File: src/rtl/pht_scheduler_pkg.sv
// Shared types and default parameters for the PHT scheduler.
// Latency: n/a (types and constants only).
// Backpressure: n/a.
//
// Contents: scheduler state enum, resolve-queue entry struct, default
// parameter values and a small entry constructor.
package pht_sched_pkg;

    localparam int W_IND_DEF      = 4;
    localparam int DEPTH_DEF      = 4;
    localparam int STARVE_MAX_DEF = 3;

    typedef enum logic {
        RUN   = 1'b0,
        DRAIN = 1'b1
    } sched_state_e;

    // The entry index width follows W_IND_DEF, so the scheduler's W_IND
    // parameter is expected to stay at this package default.
    typedef struct packed {
        logic [W_IND_DEF-1:0] index;
        logic                 taken;
    } res_entry_t;

    function automatic res_entry_t mk_entry(input logic [W_IND_DEF-1:0] idx,
                                            input logic                 taken);
        res_entry_t e;
        e.index = idx;
        e.taken = taken;
        return e;
    endfunction

endpackage

File: src/rtl/pht_scheduler_if.sv
// Bundle of fetch, execute, flush and PHT-command signals for the scheduler.
// Latency: n/a (wiring only).
// Backpressure: res_ready gates resolve pushes; pred_gnt acknowledges predicts.
//
// master: the surrounding pipeline and PHT (drives requests and PHT outputs).
// slave : pht_scheduler (drives grants, queue status and PHT commands).
interface pht_scheduler_if
    import pht_sched_pkg::*;
#(
    parameter int W_IND = W_IND_DEF,
    parameter int DEPTH = DEPTH_DEF
);
    logic                     en;
    logic                     pred_req;
    logic [W_IND-1:0]         pred_index;
    logic                     pred_gnt;
    logic                     pred_rsp_valid;
    logic                     pred_rsp_taken;
    logic                     res_valid;
    logic [W_IND-1:0]         res_index;
    logic                     res_taken;
    logic                     res_ready;
    logic                     flush;
    logic                     flush_done;
    logic [$clog2(DEPTH):0]   q_count;
    logic                     pht_en;
    logic                     pht_predict;
    logic                     pht_resolve;
    logic                     pht_incr;
    logic                     pht_decr;
    logic [W_IND-1:0]         pht_index;
    logic                     pht_pred_valid;
    logic                     pht_final_pred;

    modport master (
        output en, pred_req, pred_index, res_valid, res_index, res_taken, flush,
               pht_pred_valid, pht_final_pred,
        input  pred_gnt, pred_rsp_valid, pred_rsp_taken, res_ready, flush_done,
               q_count, pht_en, pht_predict, pht_resolve, pht_incr, pht_decr,
               pht_index
    );

    modport slave (
        input  en, pred_req, pred_index, res_valid, res_index, res_taken, flush,
               pht_pred_valid, pht_final_pred,
        output pred_gnt, pred_rsp_valid, pred_rsp_taken, res_ready, flush_done,
               q_count, pht_en, pht_predict, pht_resolve, pht_incr, pht_decr,
               pht_index
    );

endinterface

File: src/rtl/pht_scheduler_resolve_queue.sv
// In-order resolve queue with per-slot valid/index taps for hazard compare.
// Latency: a pushed entry becomes visible at the head the cycle after the push.
// Backpressure: push ignored when full, pop ignored when empty.
//
// Ports: clk, rst (async active-high); push_i/push_dat_i; pop_i; head_o;
// full_o, empty_o, count_o; vld_o / idx_flat_o per physical slot.
module resolve_queue
    import pht_sched_pkg::*;
#(
    parameter int W_IND = W_IND_DEF,
    parameter int DEPTH = DEPTH_DEF
) (
    input  logic                       clk,
    input  logic                       rst,
    input  logic                       push_i,
    input  res_entry_t                 push_dat_i,
    input  logic                       pop_i,
    output res_entry_t                 head_o,
    output logic                       full_o,
    output logic                       empty_o,
    output logic [$clog2(DEPTH):0]     count_o,
    output logic [DEPTH-1:0]           vld_o,
    output logic [DEPTH*W_IND-1:0]     idx_flat_o
);
    localparam int AW = $clog2(DEPTH);
    localparam int CW = AW + 1;

    res_entry_t        mem_q [DEPTH];
    logic [AW-1:0]     wr_ptr_q, rd_ptr_q;
    logic [CW-1:0]     count_q, count_d;
    logic              push_ok, pop_ok;

    assign full_o  = (count_q == CW'(DEPTH));
    assign empty_o = (count_q == '0);
    assign count_o = count_q;
    assign head_o  = mem_q[rd_ptr_q];

    assign push_ok = push_i && !full_o;
    assign pop_ok  = pop_i && !empty_o;

    always_comb begin
        count_d = count_q;
        case ({push_ok, pop_ok})
            2'b10:   count_d = count_q + 1'b1;
            2'b01:   count_d = count_q - 1'b1;
            default: count_d = count_q;
        endcase
    end

    // Pointers are AW bits wide, so they wrap modulo DEPTH on their own.
    always_ff @(posedge clk or posedge rst) begin
        if (rst) begin
            wr_ptr_q <= '0;
            rd_ptr_q <= '0;
            count_q  <= '0;
        end else begin
            if (push_ok) wr_ptr_q <= wr_ptr_q + 1'b1;
            if (pop_ok)  rd_ptr_q <= rd_ptr_q + 1'b1;
            count_q <= count_d;
        end
    end

    always_ff @(posedge clk) begin
        if (push_ok) mem_q[wr_ptr_q] <= push_dat_i;
    end

    // A slot is live when its distance from the read pointer is below count.
    always_comb begin
        vld_o      = '0;
        idx_flat_o = '0;
        for (int i = 0; i < DEPTH; i++) begin
            vld_o[i] = {1'b0, AW'(AW'(i) - rd_ptr_q)} < count_q;
            idx_flat_o[i*W_IND +: W_IND] = mem_q[i].index;
        end
    end

endmodule

File: src/rtl/pht_scheduler.sv
// Single-port PHT sequencer: arbitrates predicts vs queued resolves, drains on flush.
// Latency: predict/resolve issue combinationally in the request cycle; responses next cycle.
// Backpressure: res_ready drops when the queue is full; pred_gnt withheld on hazard/starve/drain.
//
// Ports: clk, rst (async active-high); bus (pht_scheduler_if.slave) carrying
// fetch predicts, execute resolves, flush handshake, queue count and PHT commands.
module pht_scheduler
    import pht_sched_pkg::*;
#(
    parameter int W_IND      = W_IND_DEF,
    parameter int DEPTH      = DEPTH_DEF,
    parameter int STARVE_MAX = STARVE_MAX_DEF
) (
    input  logic             clk,
    input  logic             rst,
    pht_scheduler_if.slave   bus
);
    localparam int SW = (STARVE_MAX < 2) ? 1 : $clog2(STARVE_MAX + 1);

    sched_state_e              state_q, state_d;
    logic [SW-1:0]             starve_q, starve_d;

    res_entry_t                q_head;
    logic                      q_full, q_empty, q_push;
    logic [$clog2(DEPTH):0]    q_count;
    logic [DEPTH-1:0]          q_vld;
    logic [DEPTH*W_IND-1:0]    q_idx_flat;

    logic                      active, hazard, do_pred, do_res, flush_done;

    assign bus.res_ready = !q_full && !rst;
    assign q_push        = bus.res_valid && bus.res_ready;

    resolve_queue #(
        .W_IND (W_IND),
        .DEPTH (DEPTH)
    ) u_queue (
        .clk        (clk),
        .rst        (rst),
        .push_i     (q_push),
        .push_dat_i (mk_entry(bus.res_index, bus.res_taken)),
        .pop_i      (do_res),
        .head_o     (q_head),
        .full_o     (q_full),
        .empty_o    (q_empty),
        .count_o    (q_count),
        .vld_o      (q_vld),
        .idx_flat_o (q_idx_flat)
    );

    // Compares against registered queue contents only, so an entry pushed
    // this cycle cannot block the predict until the following cycle.
    always_comb begin
        hazard = 1'b0;
        for (int i = 0; i < DEPTH; i++) begin
            if (q_vld[i] && (q_idx_flat[i*W_IND +: W_IND] == bus.pred_index))
                hazard = 1'b1;
        end
        hazard = hazard && bus.pred_req;
    end

    // rst gates issue directly so commands drop the instant reset asserts.
    assign active = bus.en && !rst;

    always_comb begin
        state_d    = state_q;
        starve_d   = starve_q;
        do_pred    = 1'b0;
        do_res     = 1'b0;
        flush_done = 1'b0;

        case (state_q)
            RUN: begin
                if (active) begin
                    if (!q_empty && (q_full || (starve_q == SW'(STARVE_MAX)) || hazard))
                        do_res = 1'b1;
                    else if (bus.pred_req)
                        do_pred = 1'b1;
                    else if (!q_empty)
                        do_res = 1'b1;
                end
                if (bus.flush) state_d = DRAIN;
            end
            DRAIN: begin
                do_res = active && !q_empty;
                if (q_empty) begin
                    flush_done = 1'b1;
                    state_d    = RUN;
                end
            end
            default: state_d = RUN;
        endcase

        if (active) begin
            if (q_empty || do_res)
                starve_d = '0;
            else if (do_pred && (starve_q != SW'(STARVE_MAX)))
                starve_d = starve_q + 1'b1;
        end
    end

    always_ff @(posedge clk or posedge rst) begin
        if (rst) begin
            state_q  <= RUN;
            starve_q <= '0;
        end else begin
            state_q  <= state_d;
            starve_q <= starve_d;
        end
    end

    assign bus.pred_gnt       = do_pred;
    assign bus.flush_done     = flush_done;
    assign bus.q_count        = q_count;
    assign bus.pht_en         = do_pred || do_res;
    assign bus.pht_predict    = do_pred;
    assign bus.pht_resolve    = do_res;
    assign bus.pht_incr       = do_res && q_head.taken;
    assign bus.pht_decr       = do_res && !q_head.taken;
    assign bus.pht_index      = do_pred ? bus.pred_index :
                                do_res  ? q_head.index   : '0;
    assign bus.pred_rsp_valid = bus.pht_pred_valid;
    assign bus.pred_rsp_taken = bus.pht_final_pred;

endmodule

File: src/flat_wrapper.sv
// flat-port wrapper written by rule: the top's interface ports become plain ports
module pht_scheduler_flat import pht_sched_pkg::*;
#(
    parameter int W_IND      = W_IND_DEF,
    parameter int DEPTH      = DEPTH_DEF,
    parameter int STARVE_MAX = STARVE_MAX_DEF
)
  (clk, rst, bus_en, bus_pred_req, bus_pred_index, bus_res_valid, bus_res_index, bus_res_taken, bus_flush, bus_pht_pred_valid, bus_pht_final_pred, bus_pred_gnt, bus_pred_rsp_valid, bus_pred_rsp_taken, bus_res_ready, bus_flush_done, bus_q_count, bus_pht_en, bus_pht_predict, bus_pht_resolve, bus_pht_incr, bus_pht_decr, bus_pht_index);
  pht_scheduler_if #(.W_IND(W_IND), .DEPTH(DEPTH)) bus_i ();
  input  logic clk;
  input  logic rst;
  input wire logic [$bits(bus_i.en)-1:0] bus_en;
  input wire logic [$bits(bus_i.pred_req)-1:0] bus_pred_req;
  input wire logic [$bits(bus_i.pred_index)-1:0] bus_pred_index;
  input wire logic [$bits(bus_i.res_valid)-1:0] bus_res_valid;
  input wire logic [$bits(bus_i.res_index)-1:0] bus_res_index;
  input wire logic [$bits(bus_i.res_taken)-1:0] bus_res_taken;
  input wire logic [$bits(bus_i.flush)-1:0] bus_flush;
  input wire logic [$bits(bus_i.pht_pred_valid)-1:0] bus_pht_pred_valid;
  input wire logic [$bits(bus_i.pht_final_pred)-1:0] bus_pht_final_pred;
  output wire logic [$bits(bus_i.pred_gnt)-1:0] bus_pred_gnt;
  output wire logic [$bits(bus_i.pred_rsp_valid)-1:0] bus_pred_rsp_valid;
  output wire logic [$bits(bus_i.pred_rsp_taken)-1:0] bus_pred_rsp_taken;
  output wire logic [$bits(bus_i.res_ready)-1:0] bus_res_ready;
  output wire logic [$bits(bus_i.flush_done)-1:0] bus_flush_done;
  output wire logic [$bits(bus_i.q_count)-1:0] bus_q_count;
  output wire logic [$bits(bus_i.pht_en)-1:0] bus_pht_en;
  output wire logic [$bits(bus_i.pht_predict)-1:0] bus_pht_predict;
  output wire logic [$bits(bus_i.pht_resolve)-1:0] bus_pht_resolve;
  output wire logic [$bits(bus_i.pht_incr)-1:0] bus_pht_incr;
  output wire logic [$bits(bus_i.pht_decr)-1:0] bus_pht_decr;
  output wire logic [$bits(bus_i.pht_index)-1:0] bus_pht_index;
  assign bus_i.en = bus_en;
  assign bus_i.pred_req = bus_pred_req;
  assign bus_i.pred_index = bus_pred_index;
  assign bus_i.res_valid = bus_res_valid;
  assign bus_i.res_index = bus_res_index;
  assign bus_i.res_taken = bus_res_taken;
  assign bus_i.flush = bus_flush;
  assign bus_i.pht_pred_valid = bus_pht_pred_valid;
  assign bus_i.pht_final_pred = bus_pht_final_pred;
  assign bus_pred_gnt = bus_i.pred_gnt;
  assign bus_pred_rsp_valid = bus_i.pred_rsp_valid;
  assign bus_pred_rsp_taken = bus_i.pred_rsp_taken;
  assign bus_res_ready = bus_i.res_ready;
  assign bus_flush_done = bus_i.flush_done;
  assign bus_q_count = bus_i.q_count;
  assign bus_pht_en = bus_i.pht_en;
  assign bus_pht_predict = bus_i.pht_predict;
  assign bus_pht_resolve = bus_i.pht_resolve;
  assign bus_pht_incr = bus_i.pht_incr;
  assign bus_pht_decr = bus_i.pht_decr;
  assign bus_pht_index = bus_i.pht_index;
  pht_scheduler #(.W_IND(W_IND), .DEPTH(DEPTH), .STARVE_MAX(STARVE_MAX)) u_core (.clk(clk), .rst(rst), .bus(bus_i));
endmodule
File: config.mk
export PLATFORM = sky130hd
export DESIGN_NAME = pht_scheduler_flat
export DESIGN_NICKNAME = d
export VERILOG_FILES = /design/src/rtl/pht_scheduler_pkg.sv /design/src/rtl/pht_scheduler_if.sv /design/src/rtl/pht_scheduler_resolve_queue.sv /design/src/rtl/pht_scheduler.sv /design/src/flat_wrapper.sv
export SDC_FILE = /design/constraint.sdc
export NUM_CORES = 1
export LEC_CHECK = 0
export BUFFER_PORTS_ARGS = -buffer_cell sky130_fd_sc_hd__buf_2
export CORE_MARGIN = 4
export CORE_UTILIZATION = 56
export CTS_CLUSTER_SIZE = 30
export DETAILED_ROUTE_END_ITERATION = 8
export HOLD_SLACK_MARGIN = 0.08
export PLACE_DENSITY = 0.8
export SYNTH_ARGS = -nofsm -noshare
export SYNTH_HDL_FRONTEND = slang
export SYNTH_SLANG_ARGS = --single-unit
File: constraint.sdc
create_clock -name clk -period 5.9 [get_ports clk]
set_clock_uncertainty 0.2 [all_clocks]
set_input_delay 1.18 -clock clk [delete_from_list [all_inputs] [get_ports clk]]
set_output_delay 1.18 -clock clk [all_outputs]
set_load 0.02 [all_outputs]
After elaboration in Yosys (flattened, before gate mapping)
Memory sizes are Yosys's and may differ from the RTL's.
Cells that the tools add are included.
- $add $sub $neg: 9
- order comparisons: 4
- equal/unequal tests: 9
- mux-type cells: 24
- bitwise logic cells: 1
- reductions and logical operators: 27
- operators with widths (kind ; count):
    2-to-1 mux 1 bit ; 17
    equality test 4 bit ; 4
    logical AND 1 bit ; 15
    < comparator 2 x 3 -> 1 bit ; 4
    2-to-1 mux 4 bit ; 2
    adder 2 x 1 -> 2 bit, second input constant ; 3
    one-hot mux 3 bit (2 select lines) ; 1
    equality test 2 bit, second input constant ; 2
    logical NOT 1 bit ; 4
    logical OR 1 bit ; 4
    2-to-1 mux 2 bit ; 2
    one-hot mux 1 bit (2 select lines) ; 2
    nonzero test 2 bit ; 2
    subtractor 1 x 2 -> 2 bit, first input constant ; 2
    subtractor 2 bit, first input constant ; 2
    adder 3 x 1 -> 3 bit, second input constant ; 1
    equality test 3 bit, second input constant ; 1
    logical NOT 3 bit ; 1
    subtractor 3 x 1 -> 3 bit, second input constant ; 1
    equality test 2 x 1 -> 1 bit, second input constant ; 1
    != test 2 bit, second input constant ; 1
    AND reduction 2 bit ; 1
    NOT 1 bit ; 1
- flip-flop bits (word level): 10
- bits in writable memories: 20
- input port bits: 17
- logic and storage cells: 80
- memories: 1
- memory list (name ; words ; width ; rd ports ; clocked after Yosys merged registers in ; write ports ; line ; source):
    u_core.u_queue.mem_q ; 4 ; 5 ; 5 ; 0 ; 1 ; pht_scheduler_resolve_queue.sv:28 ; res_entry_t mem_q [DEPTH];

Depth between registers and ports, before layout
- depth after elaboration: 16
- gate-level depth with buffers: 15
- depth with buffers taken out: 14

Cells and area by module
From an unflattened synthesis, not the netlist that was laid out.
- cell total of the unflattened synthesis: 164
- area, all modules: 1943.1 sq um
- by module, submodules not included (module ; instances ; cells each ; area an instance (sq um) ; sequential area each (sq um)):
    resolve_queue ; 1 ; 99 ; 1411.4 ; 775.7
    pht_scheduler ; 1 ; 65 ; 531.8 ; 75.1

Worst setup path after synthesis
OpenSTA, ideal clock, no wires.
- kind: input to output
- from: input port bus_pred_index[0]
- to: output port bus_pht_index[0]
- arrival time: 2465 ps
- data required time: 4520 ps
- setup slack: 2055 ps
- cell stages on the path: 7
- buffers on the path: 1
- cell sequence: buf_4 > xor2_1 > nor4_1 > o21ai_1 > nand4_4 > o21ai_2 > o2bb2ai_1
- elaborated cells on any way between the ends: 23
- classes of those cells: eq/ne (4); mux (12); reduce/logical (7)
- RTL lines (element ; line ; source):
    from (decl) ; flat_wrapper.sv:14 ; input wire logic [$bits(bus_i.pred_index)-1:0] bus_pred_index;
    equality test 4 bit ; pht_scheduler.sv:56 ; if (q_vld[i] && (q_idx_flat[i*W_IND +: W_IND] == bus.pred_index))
    logical AND 1 bit ; pht_scheduler.sv:56 ;
    2-to-1 mux 1 bit (3 in series) ; pht_scheduler.sv:56 ;
    2-to-1 mux 1 bit * ; pht_scheduler.sv:56 ;
    logical AND 1 bit * ; pht_scheduler.sv:59 ; hazard = hazard && bus.pred_req;
    logical OR 1 bit * ; pht_scheduler.sv:75 ; if (!q_empty && (q_full || (starve_q == SW'(STARVE_MAX)) || hazard))
    logical AND 1 bit * ; pht_scheduler.sv:75 ;
    2-to-1 mux 1 bit * ; pht_scheduler.sv:75 ;
    2-to-1 mux 1 bit * ; pht_scheduler.sv:74 ; if (active) begin
    2-to-1 mux 1 bit * ; pht_scheduler.sv:72 ; case (state_q)
    named net bus_pht_predict ; flat_wrapper.sv:28 ; output wire logic [$bits(bus_i.pht_predict)-1:0] bus_pht_predict;
    2-to-1 mux 4 bit * ; pht_scheduler.sv:120 ; assign bus.pht_index = do_pred ? bus.pred_index :
    to (decl) ; flat_wrapper.sv:32 ; output wire logic [$bits(bus_i.pht_index)-1:0] bus_pht_index;
The timed path passes the listed nets; every way through them passes the cells marked *.

Worst setup path after layout
- from: register u_core.u_queue.rd_ptr_q[0]
- to: output port bus_pht_index[1]
- longest elaborated chain between the ends: 15
- elaborated cells on any way between the ends: 28
- classes of those cells: add/sub (4); order compare (4); mux (12); reduce/logical (7); memory (1)
- RTL lines (element ; line ; source):
    from (decl) ; pht_scheduler_resolve_queue.sv:29 ; logic [AW-1:0] wr_ptr_q, rd_ptr_q;
    from (signal assigned) ; pht_scheduler_resolve_queue.sv:58 ; if (pop_ok) rd_ptr_q <= rd_ptr_q + 1'b1;
    subtractor 1 x 2 -> 2 bit ; pht_scheduler_resolve_queue.sv:72 ; vld_o[i] = {1'b0, AW'(AW'(i) - rd_ptr_q)} < count_q;
    < comparator 2 x 3 -> 1 bit ; pht_scheduler_resolve_queue.sv:72 ;
    logical AND 1 bit ; pht_scheduler.sv:56 ;
    2-to-1 mux 1 bit (4 in series) ; pht_scheduler.sv:56 ;
    logical AND 1 bit ; pht_scheduler.sv:59 ;
    logical OR 1 bit ; pht_scheduler.sv:75 ;
    logical AND 1 bit ; pht_scheduler.sv:75 ;
    2-to-1 mux 1 bit ; pht_scheduler.sv:75 ;
    2-to-1 mux 1 bit ; pht_scheduler.sv:74 ;
    one-hot mux 1 bit (2 select lines) ; pht_scheduler.sv:72 ;
    2-to-1 mux 4 bit ; pht_scheduler.sv:121 ; do_res ? q_head.index : '0;
    2-to-1 mux 4 bit * ; pht_scheduler.sv:120 ;
Every way passes the cells marked *; elsewhere a longest branch is shown, timed or not.

==> results_dict.tcl <==
set metrics [dict create \
    status "complete, no violations" \
    antenna_found_initial 0 \
    ys_seq_area_share_pct 47.26 \
    syn_inst 148 \
    fin_util_pct 65.25 \
    leakagePower_nw 0.8702 \
    drive_gt1_share_pct 31.03 \
    initial_utilization_pct 58.98 \
    hold_start "u_core.starve_q[1]" \
    synth-seq-cells 30 \
    syn_area_sq_um 1800 \
    reg2reg_depth 12 \
    r2r-start "u_core.u_queue.rd_ptr_q[0]" \
    grt_max_degree 12 \
    first_pass_iters 4 \
    die_x_um 64.70 \
    row_count 20 \
    n_antenna_cell 0 \
    maxCapViolCount 0 \
    globalplace.congestion 0.8181 \
    final-hold-violation-count 0 \
    grt_pass1_vias 1267 \
    wire_per_inst_um 16.43 \
    hpwl_mm 2.745 \
    required_ns 4.52 \
    cts_num_sinks 30 \
    slew_headroom_pct 60.66 \
    vias 1182 \
    path_max_fanout 11 \
    power_density_nw_per_um2 431.2 \
    post_cts_resize_count 0 \
    drtIter0Drc 39 \
    numPortBuffers 29 \
    min_path_type "reg -> reg" \
    nNetsFinal 201 \
    worst_setup_path_start_kind "register" \
    die_y_um 64.70 \
    grt_pass1_wl_mm 6.051 \
    ctsLongestPathBuffers 2 \
    core-area_sq_um 3053 \
    wl_mm 3.582 \
    cts_tree "built" \
    setup_tns_ns 0 \
    r2r_end "u_core.u_queue.count_o[1]" \
    worstMarginPinSlew_ns 0.5901 \
    grt.total_usage_pct 19.39 \
    die-area_sq_um 4186 \
    drtAntennaViolNets 0 \
    hold_end "u_core.starve_q[1]" \
    hold_depth 1 \
    peakVddDrop_v 0.0002206 \
    fmax_ghz 0.2413 \
    cp-end-kind "output pin" \
    htreeDepth 2 \
    synth_cell_types 32 \
    path_clk_slew_ns 0.09 \
    clk_latency_ns 0.32 \
    ios 34 \
    setup_viol 0 \
    grt_overflow 0 \
    report.final.slew_viol_count 0 \
    rsz0062_at_grt "no" \
    syn_area_per_cell_sq_um 12.17 \
    postCtsHoldBufs 0 \
    synth_nets 176 \
    vias_per_cell 5.422 \
    rrSetupSlack_ns 2.55 \
    final.min_clock_period_ns 4.144 \
    syn_to_final_growth_pct 10.63 \
    period_share_pct 70.23 \
    cp.arrival_ns 2.76 \
    post-cts-setup-buffers 0 \
    cts_buffers 5 \
    yosys_warnings 0 \
    crit_start "u_core.u_queue.rd_ptr_q[0]" \
    cts_root_buffer "clkbuf_4" \
    critical_path_class "reg -> out" \
    drc 0 \
]
## logic make-up (layout without fill, tap and decap cells)
| kind of cell | after synthesis | after routing | share of synthesized area (%) |
|---|---|---|---|
| buffers and inverters | 26 | 52 | 7.922 |
| flip-flops | 30 | 30 | 47.26 |
| AND/OR/NAND/NOR | 31 | 31 | 10.42 |
| multiplexers | 6 | 6 | 6.880 |
| adder cells (fa/ha/maj) | 11 | 11 | 8.061 |
| XOR/XNOR | 23 | 23 | 11.19 |
| AO/OA/AOI/OAI | 21 | 21 | 8.270 |
## cell usage after synthesis (all sizes together)
| cell | number | area share (%) |
|---|---|---|
| nand2 | 6 | 1.3 |
| nor2b | 1 | 0.35 |
| a22o | 1 | 0.49 |
| and3 | 4 | 1.4 |
| mux4 | 5 | 6.3 |
| and2 | 2 | 0.69 |
| o2bb2ai | 4 | 1.9 |
| nand2b | 3 | 1.0 |
| a21oi | 7 | 2.2 |
| fa | 1 | 1.1 |
| xnor2 | 5 | 2.4 |
| nor3 | 2 | 1.1 |
| nor4 | 4 | 1.7 |
| nand4 | 1 | 1.2 |
| o211ai | 1 | 0.42 |
| ha | 10 | 6.9 |
| buf | 9 | 4.4 |
| mux2 | 1 | 0.63 |
| xor2 | 18 | 8.8 |
| o21ai | 8 | 3.3 |
| inv | 15 | 3.1 |
| nor2 | 8 | 1.7 |
| dfrtp | 10 | 14 |
| clkbuf | 2 | 0.42 |
| edfxtp | 20 | 33 |
## worst max-delay path: stages, from the launching register on
cell and delay (ns):
dfrtp_1 0.73, xnor2_1 0.22, inv_1 0.07, ha_1 0.27, a21oi_1 0.07, o21ai_1 0.22, nand4_4 0.16, o21ai_2 0.35
o2bb2ai_1 0.16, buf_2 0.18
## placed cells by master (no fill, tap or decap), types with 4 or more instances in the layout
cell type / n
and3_1: 4
nand2_1: 6
inv_1: 12
a21oi_1: 6
nor2_1: 8
mux4_2: 5
clkbuf_4: 5
o21ai_1: 4
xnor2_1: 5
dfrtp_1: 10
o2bb2ai_1: 4
xor2_1: 18
ha_1: 10
edfxtp_1: 20
buf_2: 29
## sequential cells by signal, indices dropped and copies added, names as in the netlist
signal / flops
u_core.u_queue.rd_ptr_q: 2
u_core.u_queue.wr_ptr_q: 2
u_core.u_queue.count_o: 3
u_core.u_queue.mem_q: 20
u_core.state_q: 1
u_core.starve_q: 2
## where the power goes
| group | switching, mW | leakage [nW] | internal, mW | total, mW |
|---|---|---|---|---|
| logic | 0.204 | 0.523 | 0.156 | 0.359 |
| registers | 0.0737 | 0.302 | 0.269 | 0.343 |
| clock network | 0.0688 | 0.0450 | 0.0877 | 0.156 |
## worst max path at each step
stage	end	slack (ns)	cells after the start
global placement	bus_pht_index[1]	1.94	8
finish	bus_pht_index[1]	1.76	9
floorplan	bus_pht_index[0]	2.05	7
global route	bus_pht_index[0]	1.53	9
detailed placement	bus_pht_index[1]	1.88	8
CTS	bus_pht_index[1]	1.75	9
## area by class of cell
cell class,instances,area [sq um]
fillers,263,1061
flip-flops and latches,30,850.8
multi-input cells,92,807.0
repair buffers,29,145.1
inverters,15,56.30
well taps,44,55.05
clock inverters,3,40.04
clock buffers,5,37.54
## stage by stage
stage                     cells  hold slack (ns)  setup WS, ns  power, mW  cell area [sq um]
after floorplan             148           0.2684         2.055     0.6204               1800
after global placement      210           0.2849         1.941     0.6803               1914
after detailed placement    210           0.3098         1.883     0.7076               1914
after CTS                   218           0.3309         1.750     0.8651               1992
after global routing        218           0.3610         1.529     0.9238               1992
final                       218           0.3269         1.756     0.8590               1992
## routing by layer
metal | vias to the layer above | share of wire [%] | track usage [%]
met5 | - | 0 | 0
met4 | 0 | 0.87 | 4.749
met3 | 7 | 5.3 | 5.026
met2 | 33 | 52 | 34.10
met1 | 582 | 42 | 23.63
li1 | 560 | - | -
(Power assumes the default switching activity.)
